<file path="src/rtl/systolic_mmu_seq.sv">
// rtl/systolic_mmu_seq.sv - clear/feed/drain/readout sequencer for an NxN FP8 systolic MAC array
// Define MMU_SEQ_PERF_EN to build the busy-cycle performance counter behind perf_cycles.
module systolic_mmu_seq #(
    parameter int N  = 4,
    parameter int KW = 8,
    parameter int AW = 8,
    localparam int RW = (N > 1) ? $clog2(N) : 1
) (
    input  logic            clk,
    input  logic            rst,
    input  logic            start,
    input  logic [KW-1:0]   k_len,
    output logic            busy,
    output logic            done,
    output logic            op_rd_en,
    output logic [AW-1:0]   op_rd_addr,
    input  logic [8*N-1:0]  a_rd_data,
    input  logic [8*N-1:0]  b_rd_data,
    output logic            arr_clear,
    output logic [8*N-1:0]  arr_a_west,
    output logic [8*N-1:0]  arr_b_north,
    output logic [RW-1:0]   arr_row_sel,
    input  logic [16*N-1:0] arr_c_row,
    output logic            c_valid,
    input  logic            c_ready,
    output logic [RW-1:0]   c_row,
    output logic [16*N-1:0] c_data,
    output logic [31:0]     perf_cycles
);
    localparam int DW = $clog2(2 * N + 1);

    typedef enum logic [2:0] {
        S_IDLE, S_CLEAR, S_FEED, S_DRAIN, S_READOUT, S_DONE
    } state_t;

    state_t        state, state_nxt;
    logic [KW-1:0] k_lat;
    logic [AW-1:0] addr;
    logic [RW-1:0] row;
    logic [DW-1:0] dcnt;
    logic          rd_en_d;

    always_ff @(posedge clk) begin
        if (rst) begin
            state   <= S_IDLE;
            k_lat   <= '0;
            addr    <= '0;
            row     <= '0;
            dcnt    <= '0;
            rd_en_d <= 1'b0;
        end else begin
            state   <= state_nxt;
            rd_en_d <= op_rd_en;
            case (state)
                S_IDLE: begin
                    if (start) begin
                        k_lat <= k_len;
                        addr  <= '0;
                        row   <= '0;
                        dcnt  <= '0;
                    end
                end
                S_FEED:  addr <= addr + AW'(1);
                S_DRAIN: dcnt <= dcnt + DW'(1);
                S_READOUT: begin
                    if (c_ready) row <= (row == RW'(N - 1)) ? '0 : row + RW'(1);
                end
                default: ;
            endcase
        end
    end

    always_comb begin
        state_nxt = state;
        busy      = 1'b1;
        done      = 1'b0;
        op_rd_en  = 1'b0;
        arr_clear = 1'b0;
        c_valid   = 1'b0;
        case (state)
            S_IDLE: begin
                busy = 1'b0;
                if (start) state_nxt = S_CLEAR;
            end
            S_CLEAR: begin
                arr_clear = 1'b1;
                // A zero-length job has nothing to stream; cleared accumulators read back as zero.
                state_nxt = (k_lat == '0) ? S_READOUT : S_FEED;
            end
            S_FEED: begin
                op_rd_en = 1'b1;
                if (addr == AW'(k_lat) - AW'(1)) state_nxt = S_DRAIN;
            end
            S_DRAIN: begin
                if (dcnt == DW'(2 * N - 1)) state_nxt = S_READOUT;
            end
            S_READOUT: begin
                c_valid = 1'b1;
                if (c_ready && row == RW'(N - 1)) state_nxt = S_DONE;
            end
            S_DONE: begin
                done      = 1'b1;
                state_nxt = S_IDLE;
            end
            default: state_nxt = S_IDLE;
        endcase
    end

    assign op_rd_addr  = addr;
    assign arr_row_sel = row;
    assign c_row       = row;
    assign c_data      = arr_c_row;

    // Lane i is delayed i cycles; bytes outside the read-data window are forced to FP8 +0.
    for (genvar i = 0; i < N; i++) begin : g_lane
        logic [7:0] a_in, b_in;
        assign a_in = rd_en_d ? a_rd_data[8*i +: 8] : 8'h00;
        assign b_in = rd_en_d ? b_rd_data[8*i +: 8] : 8'h00;
        if (i == 0) begin : g_direct
            assign arr_a_west[7:0]  = a_in;
            assign arr_b_north[7:0] = b_in;
        end else begin : g_skew
            logic [7:0] a_sh [i];
            logic [7:0] b_sh [i];
            always_ff @(posedge clk) begin
                if (rst) begin
                    for (int d = 0; d < i; d++) begin
                        a_sh[d] <= 8'h00;
                        b_sh[d] <= 8'h00;
                    end
                end else begin
                    a_sh[0] <= a_in;
                    b_sh[0] <= b_in;
                    for (int d = 1; d < i; d++) begin
                        a_sh[d] <= a_sh[d-1];
                        b_sh[d] <= b_sh[d-1];
                    end
                end
            end
            assign arr_a_west[8*i +: 8]  = a_sh[i-1];
            assign arr_b_north[8*i +: 8] = b_sh[i-1];
        end
    end

`ifdef MMU_SEQ_PERF_EN
    logic [31:0] perf_cnt;
    logic [31:0] perf_q;

    always_ff @(posedge clk) begin
        if (rst) begin
            perf_cnt <= '0;
            perf_q   <= '0;
        end else begin
            if (state == S_IDLE && start) begin
                perf_cnt <= '0;
            end else if (busy && perf_cnt != 32'hFFFF_FFFF) begin
                perf_cnt <= perf_cnt + 32'd1;
            end
            // The DONE cycle itself is counted in the reported value.
            if (state == S_DONE) begin
                perf_q <= (perf_cnt == 32'hFFFF_FFFF) ? perf_cnt : perf_cnt + 32'd1;
            end
        end
    end

    assign perf_cycles = perf_q;
`else
    assign perf_cycles = 32'd0;
`endif

endmodule

</file>
<file path="config.mk">
export PLATFORM = sky130hd
export DESIGN_NAME = systolic_mmu_seq
export DESIGN_NICKNAME = d
export VERILOG_FILES = /design/src/rtl/systolic_mmu_seq.sv
export SDC_FILE = /design/constraint.sdc
export NUM_CORES = 1
export LEC_CHECK = 0
export ABC_AREA = 1
export CAP_MARGIN = 10
export CORE_MARGIN = 8
export CORE_UTILIZATION = 41
export DETAILED_ROUTE_END_ITERATION = 10
export GPL_ROUTABILITY_DRIVEN = 0
export PLACE_DENSITY = 0.87
export SLEW_MARGIN = 20
export SYNTH_ARGS = -nofsm -noshare
export SYNTH_HDL_FRONTEND = slang
export SYNTH_SLANG_ARGS = --single-unit
</file>
<file path="constraint.sdc">
create_clock -name clk -period 3.4 [get_ports clk]
set_input_delay 0.68 -clock clk [delete_from_list [all_inputs] [get_ports clk]]
set_output_delay 0.68 -clock clk [all_outputs]
set_load 0.05 [all_outputs]
</file>
# After elaboration in Yosys (flattened, before gate mapping)
# Memories as Yosys holds them, arrays and structs flattened.
# Cells that the tools add are included.
# word_totals
register_bits	26
mem_bits_rw	96
inputBits	140
out_inout_bits	177
mem_count	6
# mem_list
memory	words	word_bits	read_ports	rd_ports_with_merged_regs	wr	line	source
g_lane[3].g_skew.a_sh	3	8	3	0	3	123	logic [7:0] a_sh [i];
g_lane[3].g_skew.b_sh	3	8	3	0	3	124	logic [7:0] b_sh [i];
g_lane[2].g_skew.a_sh	2	8	2	0	2	123	
g_lane[2].g_skew.b_sh	2	8	2	0	2	124	
g_lane[1].g_skew.a_sh	1	8	1	0	1	123	
g_lane[1].g_skew.b_sh	1	8	1	0	1	124	
# classes
n_addsub	4
n_eq_ne	13
muxes	44
n_bitwise	10
reduce_logical	13
# op_table
cell	count
8-bit 2-to-1 mux	21
8-bit case mux with 2 select lines	1
8-bit OR reduction	2
3-bit 2-to-1 mux	5
3-bit case mux with 5 select lines	1
1-bit 2-to-1 mux	10
2-bit != test (second input constant)	5
1-bit OR	10
8-bit by 1-bit adder with 8-bit output (second input constant)	1
8-bit equality test	1
8-bit zero test	1
4-bit case mux with 2 select lines	1
8-bit by 1-bit subtractor with 8-bit output (second input constant)	1
3-bit by 2-bit equality test with 1-bit output (second input constant)	2
3-bit equality test (second input constant)	2
2-bit 2-to-1 mux	3
2-bit AND reduction	3
2-bit nonzero test	3
4-bit by 1-bit adder with 4-bit output (second input constant)	1
4-bit by 3-bit equality test with 1-bit output (second input constant)	1
4-bit 2-to-1 mux	1
2-bit case mux with 2 select lines	1
4-bit AND reduction	1
3-bit by 1-bit equality test with 1-bit output (second input constant)	1
5 further kinds	5

# Depth between registers and ports, before layout
# depth
ltp_word	4
ltp_mapped	15
depth_no_buf	15

# Worst setup path after synthesis
# Ideal clock, no wire load.
# synth_timing
path_kind	register to output
start	reg state[2]
end	out done
arrival_ns	1.646
path_slack_ns	1.074
path_stages_with_launch	3
path_cell_list	dfxtp_1 inv_2 nor3_1
# synth_between
elab_chain_cells	2
# synth_lines
item	line	source
start, declared	36	state_t state, state_nxt;
start signal, assigned	52	state <= state_nxt;
3-bit equality test	80	case (state)
1-bit 2-to-1 mux	80	
end, declared	14	output logic done,
# No other way between the ends.

# Final worst setup path
# layout_timing
start	reg rd_en_d
end	out arr_a_west[7]
# layout_between
elab_chain_cells	1
# layout_lines
item	line	source
start, declared	41	logic rd_en_d;
start signal, assigned	53	rd_en_d <= op_rd_en;
8-bit 2-to-1 mux	117	assign a_in = rd_en_d ? a_rd_data[8*i +: 8] : 8'h00;
end, declared	20	output logic [8*N-1:0] arr_a_west,
# No other way between the ends.

==> results.md <==
- Slowest CP cell: clkdlybuf4s50_1
- Post-synthesis sequential area ratio: 46.14%
- Largest net degree at the start of global routing: 61
- Area after DPL: 6152 µm²
- Tmin final: 2.818 ns
- Root buf cell: clkbuf_16
- Synthesized area: 5294 µm²
- Crit path capture type: output port
- Worst path required time: 2.72 ns
- Slew @ Worst Pin: 0.9369 ns
- Drt drc: 0
- Initial DRC Count: 134
- Clk slew on worst S/H paths: 0.05 ns
- Outcome: complete, no violations
- Peak Freq: 354.8 MHz
- Global-route wire length before repair: 18670 µm
- Hold WC Path Type: flip-flop to flip-flop
- Clock Latency Late Sink: 0.41 ns
- H-tree depth: 4
- Reg2Reg Setup Slack: 1.50 ns
- Std cell rows: 41
- Die Wd: 129.6 µm
- CTS Buf Count: 17
- Vias in the first global route: 3874
- Hold_sp: g_lane[3].g_skew.b_sh[0][8]
- EDFF count, synth: 0
- Gr usage total: 14.45%
- Crit start category: flip-flop
- Post-CTS Setup Bufs: 0
- Number of buffers and inverters on the critical path: 2
- Crit Path Category: flip-flop to output port
- Fin crit share: 82.89%
- Initial core utilization: 41.95%
- Wire per inst: 13.11 µm
- Syn Area/Cell: 7.728 µm²
- Hold Path Sink: g_lane[3].g_skew.b_sh[0][16]
- CP delay by family, top: buffers and inverters
- Ys async rst share: 0%
- Unrepaired setup endpoints after global routing: no
- Synth-to-Final Area Change: 27.44%
- Die ar.: 16800 µm²
- Setup tns final: 0 ns
- RR Endpoint: state[1]
- CTS max path bufs: 2
- Total chip power: 4.700 mW
- Dpl ws: 0.6177 ns
- Post-DP HPWL: 8964 µm
- Grt total ovfl: 0
- IO Pins: 317
- Avg Vias per Cell: 4.223
- Vias: 3923
- Number of fill cells: 1126
- Critical path arrival: 2.14 ns
- Post-cts resize count: 0
- Peak supply drop: 534.8 µV
- Die height: 129.6 µm
- Worst clock skew: 0.008289 ns
- Nets: 891
- Final Slew Violations: 0
- CP Cell Sequence: nand2_1 > inv_1 > clkdlybuf4s50_1
- PwrDens: 696.7 nW/µm²
- Highest fanout seen on the critical path: 17
- Final worst slack: 0.5818 ns
- Worst r2r src: k_lat[0]
- Final hold violations: 0
- P_leak: 3.034 nW
- CTS tree: yes
- Synth cell types: 32
- Total Wirelength: 12180 µm
- Share of cells above drive strength 1: 6.605%
- R2r worst-path depth: 14
- I/O Buffers: 156
- Top_reg_cell synth: dfxtp_1
- WHS Path Cells: 2
- Final setup viols: 0
- Post-route ant nets: 0
- Cts hold-fix bufs: 0
- Syn Inst Count: 685
- Slew headroom: 37.32%
- Cell area after layout: 6746 µm²
- Ant. Diodes: 0
- Synth Register Bits: 122
- Max_cap viols: 0
- Drt first pass iters: 4
- Clk sinks: 122
- Slowest stage delay, CP: 0.80 ns
- Initial antenna violation count: 0
- Synthesis warning total: 0
- Core area: 12620 µm²
## metrics by stage
stage               util [%]  hold WS, ns  instances
global placement       48.75       0.3887        899
CTS                    53.46       0.4004        929
global route           53.46       0.4123        929
finish                 53.46       0.3967        929
detailed placement     48.75       0.3945        899
floorplan                  -       0.3883        716
## per-layer routing
metal	GRT usage, %	share of wire, %
met2	23.89	50
met3	8.299	12
met4	8.060	2.1
met5	1.543	0
met1	13.88	36
## cell type report
class / instances / area [µm²] / share of cell area, %
multi-input combinational: 308 / 1401 / 20.77
inverter: 139 / 521.8 / 7.734
timing repair buffer: 158 / 1572 / 23.29
sequential: 122 / 2442 / 36.20
tap: 172 / 215.2 / 3.190
clock buffer: 23 / 478.0 / 7.085
clock inverter: 7 / 116.4 / 1.725
## power breakdown
part,switching [mW],internal [mW]
clock,0.587,1.20
sequential,0.0983,1.54
combinational,0.860,0.421
total,1.55,3.16
## synthesized netlist by cell type, types with 2 or more instances
library cell  instances  share of area (%)
nor2_1              118                8.4
nor2_2                3               0.35
o21ai_1               2               0.19
inv_1               132                9.4
xor2_1                3               0.50
xnor2_1               2               0.33
inv_2                 7               0.50
dfxtp_1             122                 46
nand2_1              70                5.0
clkbuf_1              9               0.64
buf_2                 3               0.28
buf_4               131                 19
buf_1                 4               0.28
nand4_1               2               0.24
a21oi_1              21                2.0
a211oi_1              3               0.43
nor2_4                2               0.43
ha_1                  5                1.2
nor3_1                2               0.19
o21ai_2               2               0.33
nand3_1              17                1.6
o21ai_0              15                1.4
## registers in the layout, indices dropped and copies added, names as in the netlist
name                flops
arr_row_sel             2
state                   3
k_lat                   8
g_lane.g_skew.a_sh     48
op_rd_addr              8
g_lane.g_skew.b_sh     48
dcnt                    4
rd_en_d                 1
## worst register-to-register path: cells and delay by family, from the launching register on
family	cells	cell delay (ns)
fa+ha+maj	1	0.34
simple gates	10	0.93
flops	1	0.33
buf+inv	3	0.20
## placed cells by master, fill, tap and decap left out, types with 3 or more instances in the layout
cell type / count
clkbuf_8: 3
dfxtp_1: 122
clkdlybuf4s50_1: 155
o21ai_0: 15
nand2_1: 69
inv_2: 7
clkbuf_1: 3
nand3_1: 17
nor2_2: 3
inv_1: 132
a21oi_1: 21
clkbuf_16: 17
ha_1: 5
xor2_1: 3
bufinv_16: 3
conb_1: 32
nor2_1: 118
a211oi_1: 3
## cell families after synthesis
group,share of synthesized area (%)
adder cells (fa/ha/maj),1.182
flip-flops,46.14
AO/OA/AOI/OAI,5.271
XOR/XNOR,0.8274
other,0.07084
AND/OR/NAND/NOR,16.88
buffers and inverters,29.64
## how the worst max path moves through the flow
stage	from	end	slack, ns	depth (start not counted)
global placement	b_rd_data[1]	arr_b_north[1]	0.62	4
finish	rd_en_d	arr_a_west[7]	0.58	3
floorplan	state[2]	done	1.07	2
global route	rd_en_d	arr_b_north[6]	0.51	3
detailed placement	b_rd_data[1]	arr_b_north[1]	0.62	4
CTS	rd_en_d	arr_a_west[7]	0.57	3
No activity file was read; power rests on OpenSTA's default activity.
